[src/rtl/alu.sv]
// -----------------------------------------------------------------------------
// alu -- 32-bit execute-stage ALU for the MIPS-subset datapath.
//
// Computes one of ten operations on A and B, selected by Op. It flags a zero
// result for branch resolution and a signed overflow on ADD/SUB. A registered
// copy of the result and zero flag serves stages that sample on the clock.
//
// Ports
//   Clk      in   1   rising-edge clock, used by OutReg/ZeroReg only
//   Reset    in   1   asynchronous active-high, clears OutReg/ZeroReg
//   A        in  32   operand A; only operand for NOT and shift/rotate ops
//   B        in  32   operand B
//   Op       in   4   operation select
//   Out      out 32   combinational result
//   Zero     out  1   combinational, Out == 0
//   Ovf      out  1   combinational signed overflow (ADD/SUB only)
//   OutReg   out 32   Out captured on rising Clk
//   ZeroReg  out  1   Zero captured on rising Clk
// -----------------------------------------------------------------------------
module alu (
  input  logic        Clk,
  input  logic        Reset,
  input  logic [31:0] A,
  input  logic [31:0] B,
  input  logic [3:0]  Op,
  output logic [31:0] Out,
  output logic        Zero,
  output logic        Ovf,
  output logic [31:0] OutReg,
  output logic        ZeroReg
);

  localparam int DATA_W = 32;

  localparam logic [3:0] OP_ADD = 4'b0000;
  localparam logic [3:0] OP_SUB = 4'b0001;
  localparam logic [3:0] OP_AND = 4'b0010;
  localparam logic [3:0] OP_OR  = 4'b0011;
  localparam logic [3:0] OP_NOT = 4'b0100;
  localparam logic [3:0] OP_SRA = 4'b1000;
  localparam logic [3:0] OP_SLL = 4'b1001;
  localparam logic [3:0] OP_SRL = 4'b1010;
  localparam logic [3:0] OP_ROL = 4'b1100;
  localparam logic [3:0] OP_ROR = 4'b1101;

  // Addition overflows when both operands share a sign and the result does not.
  function automatic logic add_ovf(input logic signed [DATA_W-1:0] a,
                                   input logic signed [DATA_W-1:0] b,
                                   input logic signed [DATA_W-1:0] s);
    return (a[DATA_W-1] == b[DATA_W-1]) && (s[DATA_W-1] != a[DATA_W-1]);
  endfunction

  // Subtraction overflows when the operand signs differ and the result sign
  // departs from the minuend.
  function automatic logic sub_ovf(input logic signed [DATA_W-1:0] a,
                                   input logic signed [DATA_W-1:0] b,
                                   input logic signed [DATA_W-1:0] d);
    return (a[DATA_W-1] != b[DATA_W-1]) && (d[DATA_W-1] != a[DATA_W-1]);
  endfunction

  logic signed [DATA_W-1:0] a_s;
  logic signed [DATA_W-1:0] b_s;
  logic signed [DATA_W-1:0] sum_s;
  logic signed [DATA_W-1:0] diff_s;

  assign a_s    = signed'(A);
  assign b_s    = signed'(B);
  assign sum_s  = a_s + b_s;
  assign diff_s = a_s - b_s;

  // ---- combinational result and flags ----
  always_comb begin
    Out = '0;
    Ovf = 1'b0;
    case (Op)
      OP_ADD: begin
        Out = sum_s;
        Ovf = add_ovf(a_s, b_s, sum_s);
      end
      OP_SUB: begin
        Out = diff_s;
        Ovf = sub_ovf(a_s, b_s, diff_s);
      end
      OP_AND: Out = A & B;
      OP_OR:  Out = A | B;
      OP_NOT: Out = ~A;
      OP_SRA: Out = a_s >>> 1;
      OP_SRL: Out = A >> 1;
      OP_SLL: Out = A << 1;
      OP_ROL: Out = {A[DATA_W-2:0], A[DATA_W-1]};
      OP_ROR: Out = {A[0], A[DATA_W-1:1]};
      default: begin
        Out = '0;
        Ovf = 1'b0;
      end
    endcase
  end

  assign Zero = ~|Out;

  // ---- registered copy for clocked consumers ----
  always_ff @(posedge Clk or posedge Reset) begin
    if (Reset) begin
      OutReg  <= '0;
      ZeroReg <= 1'b1;
    end else begin
      OutReg  <= Out;
      ZeroReg <= Zero;
    end
  end

endmodule

[config.mk]
export PLATFORM = sky130hd
export DESIGN_NAME = alu
export DESIGN_NICKNAME = d
export VERILOG_FILES = /design/src/rtl/alu.sv
export SDC_FILE = /design/constraint.sdc
export NUM_CORES = 1
export LEC_CHECK = 0
export BUFFER_PORTS_ARGS = -buffer_cell sky130_fd_sc_hd__clkbuf_2
export CAP_MARGIN = 20
export CORE_MARGIN = 8
export CORE_UTILIZATION = 63
export CTS_CLUSTER_SIZE = 8
export DETAILED_ROUTE_END_ITERATION = 8
export PLACE_DENSITY = 0.91
export SLEW_MARGIN = 20
export SYNTH_ARGS = -nofsm -noshare
export SYNTH_HDL_FRONTEND = slang
export SYNTH_SLANG_ARGS = --single-unit
[constraint.sdc]
create_clock -name Clk -period 4.8 [get_ports Clk]
set_clock_uncertainty 0.05 [all_clocks]
set_input_delay 0 -clock Clk [delete_from_list [all_inputs] [get_ports Clk]]
set_output_delay 0 -clock Clk [all_outputs]
set_load 0.01 [all_outputs]
==> flow_summary.json <==
{
  "min_period_ns": 4.44,
  "n_antenna_cell": 0,
  "finalNetCount": 1231,
  "syn_nets": 1122,
  "synth_warnings": 0,
  "critPathKind": "input port to output pin",
  "clock_sinks": 33,
  "worstHoldStart": "A[3]",
  "critical-path-max-stage-delay_ns": 0.68,
  "cp_slowest_cell": "nor4_1",
  "postRouteAntennaNets": 0,
  "drt-wirelength-per-cell_um": 22.5,
  "cts_root_buf": "clkbuf_8",
  "post-route-period-util": 0.925,
  "cts.htree.levels": 2,
  "cts_resized": 0,
  "vias": 8333,
  "required_ns": 4.75,
  "final_layout_size_suffix_gt1_frac": 0.197,
  "ys.flop_type": "dfrtp_1",
  "cts_setup_buffers": 0,
  "cap_violations": 0,
  "dp_cells": 1187,
  "via_per_inst": 6.97,
  "synth.most_common_cell": "ha_1",
  "clock_path_buffers": 2,
  "first_pass_iters": 9,
  "hold_violations": 0,
  "routed_wl_um": 26900,
  "syn-instance-count": 946,
  "crit_fanout": 12,
  "synth-edff-count": 0,
  "portBuffers": 136,
  "post-route-util": 0.727,
  "holdPathStages": 3,
  "violations": "DRC",
  "die_area_um2": 14700,
  "gp_congestion": 1.07,
  "syn_area_um2": 6950,
  "hold_path_class": "input port to flop",
  "cts_tree": "yes",
  "status": "finished, violations left",
  "core_region_area_um2": 10800,
  "start_util": 0.644,
  "finalSetupViolCount": 0,
  "ys_ff_latch": 33,
  "grt_remaining_overflow": 0,
  "chipHeight_um": 121,
  "synth.distinct_cells": 87,
  "ys_seq_area_frac": 0.119,
  "hold_buffers": 1,
  "rows": 38,
  "final_cells": 1196,
  "drt_first_iter_violations": 1364,
  "synth_area_leaders": "ha_1 19%, dfrtp_1 12%, a21oi_1 5.6%",
  "multi_input_area_um2": 5480,
  "syn2layout_area_growth_pct": 12.9,
  "design_area_um2": 7850,
  "die_x_um": 121,
  "vdd_drop_max_uv": 126,
  "first_global_vias": 7984,
  "cp_cell_sequence": "clkbuf_2 -> inv_1 -> ha_1 -> a21o_1 -> a21oi_2 -> nand2_2 -> a221o_1 -> a221o_1 -> nor4_1 -> nand4_1 -> or4_1 -> nor4_2 -> nand4_1 -> nor4_2 -> clkbuf_2",
  "clkTransAtPathRegs_ns": 0.08,
  "fmaxAchievable_ghz": 0.225,
  "report.final.slew_viol_count": 0,
  "nFillCells": 905,
  "p_per_area_nw_per_um2": 197,
  "ys_top_cells_by_count": "104 x ha_1, 100 x inv_1, 80 x nor2_1",
  "num_io_pins": 137,
  "cp.arrival_ns": 4.39,
  "worst_pin_slew_ns": 0.949,
  "worst-path-buf-inv": 3,
  "synth_top_cell_area_share": 0.187,
  "critical-path-top-delay-family": "simple AND/OR/NAND/NOR gates",
  "dp.final_hpwl_um": 20900,
  "end_kind": "output pin",
  "post_dp_cell_area_um2": 7720,
  "avgSynthCellArea_um2": 7.35,
  "grt_use_total": 0.353,
  "fin_setup_tns_ns": 0,
  "maxSlewHeadroom": 0.359,
  "drc": 1,
  "grt_max_degree": 34,
  "crit_path_start_kind": "input port",
  "p_leak_nw": 3.82,
  "antenna_found_initial": 0,
  "numCtsBuffers": 5,
  "async_reset_ff_frac": 1.00,
  "rsz0062_at_grt": "no",
  "final-seq-area_um2": 827,
  "grt_pass1_wl_um": 42000,
  "hold_end": "OutReg[4]",
  "synth_top_area_cell": "ha_1"
}
[placed cells by master (no fill, tap or decap), drive strengths merged, types with 5 or more instances in the layout]
cell type and count:
clkbuf 143, ha 104, inv 103, nor2 81, a21oi 79, nand2 66
o21ai 45, dfrtp 32, buf 23, a221o 21, o22ai 18, nor4 18
nand4 17, nand3 17, nor3 17, a31oi 15, a211oi 14, o31ai 14
a21o 14, o21a 13, a221oi 13, a211o 12, o211ai 10, nor2b 10
o221ai 9, nand2b 7, xnor2 7, or2 7, or3 6, o21bai 6
mux2i 6, o31a 5, nor3b 5, and2 5, and3 5, nor4b 5
[worst max path at each step]
stage,depth (start not counted),to,start,slack [ns]
detailed placement,15,Zero,A[4],0.44
CTS,15,Zero,A[4],0.43
finish,15,Zero,A[4],0.36
global placement,15,Zero,A[4],0.54
floorplan,15,ZeroReg,A[0],1.55
global route,15,Zero,A[4],0.12
[cell type report]
| type | count | area share |
|---|---|---|
| clock buffers | 7 | 0.0110 |
| inverters | 103 | 0.0493 |
| multi-input cells | 752 | 0.698 |
| clock inverters | 1 | 0.00383 |
| flip-flops and latches | 33 | 0.105 |
| well taps | 140 | 0.0223 |
| repair buffers | 160 | 0.110 |
[flip-flops by register name, indices dropped and copies added, names as in the netlist]
register and flops:
ZeroReg 1, OutReg 32
[power breakdown]
group	switching (W)	total, W	internal, W
Combinational	0.000592	0.000919	0.000327
Sequential	0.0000120	0.000329	0.000317
Clock	0.000127	0.000297	0.000170
[cell families (layout without fill, tap and decap cells)]
| family | Yosys count | after routing | share of synthesized area |
|---|---|---|---|
| adders and majority gates | 106 | 106 | 0.193 |
| xor gates and xnor gates | 10 | 10 | 0.0126 |
| AOI/OAI and AO/OA | 348 | 348 | 0.357 |
| buffers and inverters | 161 | 271 | 0.0961 |
| muxes | 7 | 7 | 0.0119 |
| DFF | 33 | 33 | 0.119 |
| and+or+nand+nor | 281 | 281 | 0.211 |
[per-layer routing]
metal / share of wire / global-route usage / wire length, um / vias to the layer above
met2: 0.42 / 0.537 / 11400 / 662
met3: 0.14 / 0.0870 / 3780 / 124
met5: 0 / 0 / 0 / -
met4: 0.043 / 0.155 / 1140 / 0
li1: - / - / - / 3742
met1: 0.39 / 0.461 / 10500 / 3805
[per-stage QoR]
stage | worst slack, ns | hold WS, ns | power [W]
global placement | 0.543 | 0.0448 | 0.00121
global route | 0.125 | 0.0730 | 0.00162
floorplan | 1.55 | 0.0782 | 0.000904
detailed placement | 0.442 | 0.0661 | 0.00122
finish | 0.359 | 0.0404 | 0.00154
CTS | 0.433 | 0.0369 | 0.00151
No activity file was read; power rests on OpenSTA's default activity.
